`config.mk`:
```
export PLATFORM = sky130hd
export DESIGN_NAME = softmax_max_subtract
export DESIGN_NICKNAME = d
export VERILOG_FILES = /design/src/rtl/softmax_max_subtract.sv
export SDC_FILE = /design/constraint.sdc
export NUM_CORES = 1
export LEC_CHECK = 0
export CAP_MARGIN = 20
export CORE_MARGIN = 4
export CORE_UTILIZATION = 35
export CTS_CLUSTER_SIZE = 10
export DETAILED_ROUTE_END_ITERATION = 8
export GPL_TIMING_DRIVEN = 0
export MAX_ROUTING_LAYER = met4
export PLACE_DENSITY = 0.51
export SLEW_MARGIN = 0
export SYNTH_ARGS = -nofsm -noshare
export SYNTH_HDL_FRONTEND = slang
export SYNTH_SLANG_ARGS = --single-unit
```
`constraint.sdc`:
```
create_clock -name i_clk -period 10.6 [get_ports i_clk]
set_input_delay 2.65 -clock i_clk [delete_from_list [all_inputs] [get_ports i_clk]]
set_output_delay 2.65 -clock i_clk [all_outputs]
set_load 0.01 [all_outputs]
```
`src/rtl/softmax_max_subtract.sv`:
```
// softmax_max_subtract: buffers one softmax frame, tracks its maximum, then streams x_i - max.
// Ports:
//   i_clk, i_rst  : clock, asynchronous active-high reset
//   i_valid/i_data: signed Q4.12 input beats, accepted when o_ready is high
//   o_ready       : high while loading a frame
//   o_valid/o_data: signed Q4.12 x_i - max (saturated), contiguous NUM_ELEM-beat burst
//   o_last        : marks the final element of the burst
//   o_max         : registered frame maximum
module softmax_max_subtract #(
  parameter int BIT_WIDTH = 16,
  parameter int NUM_ELEM  = 32,
  parameter int CNT_WIDTH = 5
) (
  input  logic                 i_clk,
  input  logic                 i_rst,
  input  logic                 i_valid,
  input  logic [BIT_WIDTH-1:0] i_data,
  output logic                 o_ready,
  output logic                 o_valid,
  output logic [BIT_WIDTH-1:0] o_data,
  output logic                 o_last,
  output logic [BIT_WIDTH-1:0] o_max
);
  typedef enum logic {LOAD, EMIT} state_t;
  state_t                r_state, w_next;
  logic [CNT_WIDTH-1:0]  r_cnt;
  logic [BIT_WIDTH-1:0]  r_max;
  logic [BIT_WIDTH-1:0]  r_buf [NUM_ELEM];
  logic                  w_accept, w_cnt_end;
  logic [BIT_WIDTH-1:0]  w_new_max, w_elem, w_sat;
  logic [BIT_WIDTH:0]    w_diff;
  assign o_ready   = r_state == LOAD;
  assign w_accept  = i_valid && o_ready;
  assign w_cnt_end = r_cnt == CNT_WIDTH'(NUM_ELEM - 1);
  assign w_new_max = (r_cnt == '0 || $signed(i_data) > $signed(r_max)) ? i_data : r_max;
  assign w_elem    = r_buf[r_cnt];
  assign w_diff    = {w_elem[BIT_WIDTH-1], w_elem} - {r_max[BIT_WIDTH-1], r_max};
  // The difference is never positive, so only the negative overflow needs clamping.
  assign w_sat     = (w_diff[BIT_WIDTH] && !w_diff[BIT_WIDTH-1]) ?
                     {1'b1, {(BIT_WIDTH-1){1'b0}}} : w_diff[BIT_WIDTH-1:0];
  always_comb begin
    w_next = r_state;
    w_next = (r_state == LOAD) ? ((w_accept && w_cnt_end) ? EMIT : LOAD)
                               : (w_cnt_end ? LOAD : EMIT);
  end
  always_ff @(posedge i_clk or posedge i_rst) begin
    if (i_rst) r_state <= LOAD;
    else       r_state <= w_next;
  end
  always_ff @(posedge i_clk or posedge i_rst) begin
    if (i_rst) begin
      r_cnt   <= '0;
      r_max   <= '0;
      o_valid <= 1'b0;
      o_last  <= 1'b0;
      o_data  <= '0;
      o_max   <= '0;
    end else begin
      o_valid <= r_state == EMIT;
      o_last  <= r_state == EMIT && w_cnt_end;
      if (r_state == EMIT || w_accept) r_cnt <= w_cnt_end ? '0 : r_cnt + 1'b1;
      if (r_state == EMIT) o_data <= w_sat;
      if (w_accept) r_max <= w_new_max;
      if (w_accept && w_cnt_end) o_max <= w_new_max;
    end
  end
  // Sample storage carries no reset; every slot is rewritten before it is read.
  always_ff @(posedge i_clk) begin
    if (w_accept) r_buf[r_cnt] <= i_data;
  end
endmodule

```
Word-level counts from Yosys, hierarchy flattened

Memory sizes are Yosys's and may differ from the RTL's.
Cells that the tools add are included.

Register bits: 56
RAM bits: 512
Input port bits: 19
Memories kept: 1

$add $sub $neg: 2
$lt $le $gt $ge: 1
Eq/ne operators: 1
Multiplexer cells: 8
Bitwise operators: 1
Reduce and logical (&&, ||, !) cells: 8

Memory list:

| memory | words | width | read ports | clocked after Yosys merged registers in | write ports | RTL line | text |
|---|---|---|---|---|---|---|---|
| r_buf  | 32    | 16    | 1          | 0                                       | 1           | 28       | `logic [BIT_WIDTH-1:0] r_buf [NUM_ELEM];` |

Operators by type and width:

| cell                  | count |
|---|---|
| $mux W16              | 2 |
| $sub A16 B16 Y17      | 1 |
| $gt A16 B16 Y1        | 1 |
| $add A5 B1 Y5 const B | 1 |
| $eq A5 B5 Y1 const B  | 1 |
| $logic_not A5 Y1      | 1 |
| $mux W1               | 5 |
| $mux W5               | 1 |
| $logic_and A1 B1 Y1   | 4 |
| $logic_or A1 B1 Y1    | 2 |
| $logic_not A1 Y1      | 1 |
| $not A1 Y1            | 1 |

Longest topological paths before layout

Depth after elaboration: 5
Depth in mapped cells: 16

Worst setup path before layout

OpenSTA, ideal clock, no wires.

Path type: input -> register
Start: in i_data[1]
End: reg r_max[0]
Setup time: 127 ps
Data arrival time: 4,701 ps
Required time: 10,473 ps
Setup slack: 5,771 ps
Stages on the path: 8
Cells stage by stage: ha_1 -> nor2b_1 -> o211ai_1 -> a2111oi_1 -> a2111oi_4 -> mux2i_4 -> buf_6 -> mux2_1

Word-level cells in the longest chain between the ends: 3

Ends and longest elaborated chain:

| item                   | RTL line | text |
|---|---|---|
| start: declaration     | 17       | `input logic [BIT_WIDTH-1:0] i_data,` |
| $gt A16 B16 Y1         | 35       | `assign w_new_max = (r_cnt == '0 \|\| $signed(i_data) > $signed(r_max)) ? i_data : r_max;` |
| $logic_or A1 B1 Y1     | 35       |  |
| $mux W16               | 35       |  |
| end signal: assignment | 63       | `if (w_accept) r_max <= w_new_max;` |
| end: declaration       | 27       | `logic [BIT_WIDTH-1:0] r_max;` |

No other way between the ends.
A chain may end at the register's enable or synchronous reset.

Final worst setup path

Start: reg r_cnt[0]
End: reg o_data[1]

Word-level cells in the longest chain between the ends: 5

Ends and longest elaborated chain:

| item                     | RTL line | text |
|---|---|---|
| start: declaration       | 26       | `logic [CNT_WIDTH-1:0] r_cnt;` |
| start signal: assignment | 61       | `if (r_state == EMIT \|\| w_accept) r_cnt <= w_cnt_end ? '0 : r_cnt + 1'b1;` |
| $mem_v2 Z32 W16 (*)      | -        |  |
| $sub A16 B16 Y17 (*)     | 37       | `assign w_diff = {w_elem[BIT_WIDTH-1], w_elem} - {r_max[BIT_WIDTH-1], r_max};` |
| $logic_not A1 Y1         | 39       | `assign w_sat = (w_diff[BIT_WIDTH] && !w_diff[BIT_WIDTH-1]) ?` |
| $logic_and A1 B1 Y1      | 39       |  |
| $mux W16 (*)             | 39       |  |
| end signal: assignment   | 62       | `if (r_state == EMIT) o_data <= w_sat;` |
| end: declaration         | 20       | `output logic [BIT_WIDTH-1:0] o_data,` |

Mark *: on every way between the ends. The rest lies on a longest branch, timed or not.

==> impl_metrics.env <==
export IMPL_outcome="completed"
export IMPL_arrival_ns=6.49
export IMPL_viasPerCell=5.50
export IMPL_critPathBufInv=5
export IMPL_r2r_cells=15
export IMPL_pwr_share_clk_pct=26.2
export IMPL_dieArea_sq_um=69800
export IMPL_critPathKind="reg2reg"
export IMPL_fin_nets=1401
export IMPL_p_leak_nw=8.91
export IMPL_clock_path_buffers=3
export IMPL_hold_path_class="reg2reg"
export IMPL_switchingPower_mw=2.83
export IMPL_clkLatencyLatePin_ns=0.60
export IMPL_sequentialPowerShare_pct=34.0
export IMPL_startpoint="r_cnt[0]$_DFFE_PP0P_"
export IMPL_worstMarginPinSlew_ns=1.11
export IMPL_cp_cell_sequence="clkbuf_1, clkbuf_1, buf_2, mux4_2, a22oi_1, nand4_1, ha_1, clkbuf_1, a21oi_1, o21ai_0, a221o_1, a41oi_1, mux2i_1, clkbuf_1, a21oi_1"
export IMPL_r2r_start="r_cnt[0]$_DFFE_PP0P_"
export IMPL_postRouteAntennaNets=0
export IMPL_synth_adder_area_share_pct=2.16
export IMPL_power_density_nw_per_um2=293
export IMPL_placed_area_sq_um=25200
export IMPL_design_area_sq_um=27100
export IMPL_syn_cell_area_sq_um=23000
export IMPL_tns_ns=0
export IMPL_drv_cap=0
export IMPL_drive_gt1_share_pct=24.1
export IMPL_path_depth=15
export IMPL_synth_compound_area_share_pct=5.22
export IMPL_h_tree_depth=3
export IMPL_timing_rr_end="o_data[1]$_DFFE_PP0P_"
export IMPL_setup_violations=0
export IMPL_synth_nets=1242
export IMPL_slew_headroom_pct=25.7
export IMPL_finalHoldViolations=0
export IMPL_pin_count=54
export IMPL_synth_top_area_share_pct=67.0
export IMPL_grt_pass1_wl_mm=90.2
export IMPL_ys_types=58
export IMPL_routedWlPerCell_um=28.1
export IMPL_crit_top_cell="clkbuf_1"
export IMPL_drc=0
export IMPL_gp_congestion=0.893
export IMPL_placementRows=93
export IMPL_internal_power_mw=5.11
export IMPL_whs_ns=0.384
export IMPL_synth_xor_area_share_pct=0.267
export IMPL_ys_seq_area_share_pct=73.1
export IMPL_grt_max_degree=39
export IMPL_ys_flop_type="edfxtp_1"
export IMPL_clock_sinks=568
export IMPL_start_util_pct=35.5
export IMPL_required_ns=11.05
export IMPL_synth_top_family_by_area="multiplexers"
export IMPL_synth_top_cells_by_count="512 x edfxtp_1, 128 x mux4_2, 66 x a22oi_1"
export IMPL_syn_avg_cell_area_sq_um=19.4
export IMPL_antenna_found_initial=1
export IMPL_end_kind="register"
export IMPL_postCtsSetupBuffers=0
export IMPL_total_power_mw=7.94
export IMPL_die_w_um=264
export IMPL_fmax_mhz=166
export IMPL_crit_fanout=10
export IMPL_ys_warn_count=0
export IMPL_netlist_instances=1184
export IMPL_die_h_um=264
export IMPL_drtIter0Drc=1178
export IMPL_grt_usage_pct=18.3
export IMPL_async_reset_ff_share_pct=9.86
export IMPL_synthTopCellsByArea="edfxtp_1 67%, mux4_2 13%, dfrtp_1 6.1%, a22oi_1 2.2%, ha_1 2.1%"
export IMPL_reg2reg_slack_ns=4.56
export IMPL_fin_crit_ns=6.04
export IMPL_synth_simple_gate_area_share_pct=3.68
export IMPL_portBuffers=53
export IMPL_area_delta_synth_final_pct=18.1
export IMPL_fin_worst_skew_ns=0.0264
export IMPL_critPathSlowestCell="mux2i_1"
export IMPL_dr_pass1_iters=5
export IMPL_cpPeakStageDelay_ns=0.67
export IMPL_holdBufCountCts=0
export IMPL_maxSlewViolCount=0
export IMPL_vdd_drop_max_v=0.000190
export IMPL_cts_tree="built"
export IMPL_synth_area_mux_share_pct=14.1
export IMPL_pre_cts_slack_ns=4.14
export IMPL_num_vias=12300
export IMPL_tritoncts_num_buffers=67
export IMPL_switching_share_pct=35.6
export IMPL_comb_power_share_pct=39.8
export IMPL_cts_root_buffer="clkbuf_16"
export IMPL_cp_top_family="buffers and inverters"
export IMPL_holdPathStages=0
export IMPL_rsz0062_at_grt="false"
export IMPL_synth_top_area_cell="edfxtp_1"
export IMPL_core_area_sq_um=64700
export IMPL_synth_edf_count=512
export IMPL_grt_pass1_vias=12400
export IMPL_fin_crit_sh_pct=57.0
export IMPL_cts_reportedPaths_clkPinSlew_ns=0.06
export IMPL_yosysMostFrequentCell="edfxtp_1"
export IMPL_synth_seq_cells=568
export IMPL_worstSetupStartpointType="register"
export IMPL_gr_total_overflow=0
export IMPL_routed_wl_mm=62.7
export IMPL_place_detailed_hpwl_mm=41.9
export IMPL_endpoint="o_data[1]$_DFFE_PP0P_"
export IMPL_finalWorstSetupSlack_ns=4.56
export IMPL_ctsResizeCount=0
[metrics by stage]
step                std cells  utilization (%)
floorplan                1184                -
global placement         2092             38.0
detailed placement       2129             38.9
CTS                      2227             41.9
global route             2228             41.9
finish                   2231             41.9
[power by group through the flow]
stage	Combinational, mW	Clock (mW)	Sequential, mW
finish	3.16	2.08	2.69
global route	3.42	2.22	2.71
CTS	3.18	2.13	2.70
detailed placement	3.17	0	2.74
global placement	3.10	0	2.74
floorplan	2.05	0	2.74
[logic make-up after synthesis]
family / after synthesis
muxes: 159
buffers and inverters: 84
AOI/OAI and AO/OA: 161
and+or+nand+nor: 166
adders and majority gates: 39
xor gates and xnor gates: 7
DFF: 568
[cell usage in the layout (no fill, tap or decap), drive strengths merged, types with 9 or more instances in the layout]
cell	count
o21ai	15
nand3	9
mux2i	10
nor2	54
nand4	20
mux2	21
inv	26
dfrtp	56
ha	38
nand2	23
nor3	9
clkbuf	133
nand2b	21
o221a	16
a22oi	66
mux4	128
a21oi	31
clkdlybuf4s50	40
edfxtp	512
buf	71
[sequential cells by signal (all words and copies together) (netlist names)]
signal and count:
o_data 16, o_max 16, r_cnt 5, o_last 1
r_state 1, r_buf 512, r_max 16, o_valid 1
[worst min path at each step]
stage                       from                end  slack (ns)
5_1_grt        r_state$_DFF_PP0_  o_valid$_DFF_PP0_        0.40
4_1_cts        r_state$_DFF_PP0_  o_valid$_DFF_PP0_        0.39
3_5_place_dp   r_state$_DFF_PP0_  o_valid$_DFF_PP0_        0.38
6_report       r_state$_DFF_PP0_  o_valid$_DFF_PP0_        0.38
3_3_place_gp   r_state$_DFF_PP0_  o_valid$_DFF_PP0_        0.36
2_1_floorplan  r_state$_DFF_PP0_  o_valid$_DFF_PP0_        0.35
[final cells by class]
type	count	area [sq um]
repair buffers	90	1070
well taps	855	1070
diodes	4	10.0
flip-flops and latches	568	16800
inverters	23	86.3
multi-input cells	532	5920
plain buffers	61	263
fillers	5766	37600
clock inverters	5	58.8
clock buffers	93	1860
[per-layer routing]
| metal | GRT usage [%] | vias up | share of wire [%] |
|---|---|---|---|
| met3 | 3.52 | 86 | 6.7 |
| met4 | 4.55 | 0 | 2.4 |
| met5 | - | - | 0 |
| met2 | 28.1 | 469 | 47 |
| met1 | 25.6 | 6512 | 44 |
| li1 | - | 5200 | - |
(Power assumes the default switching activity.)
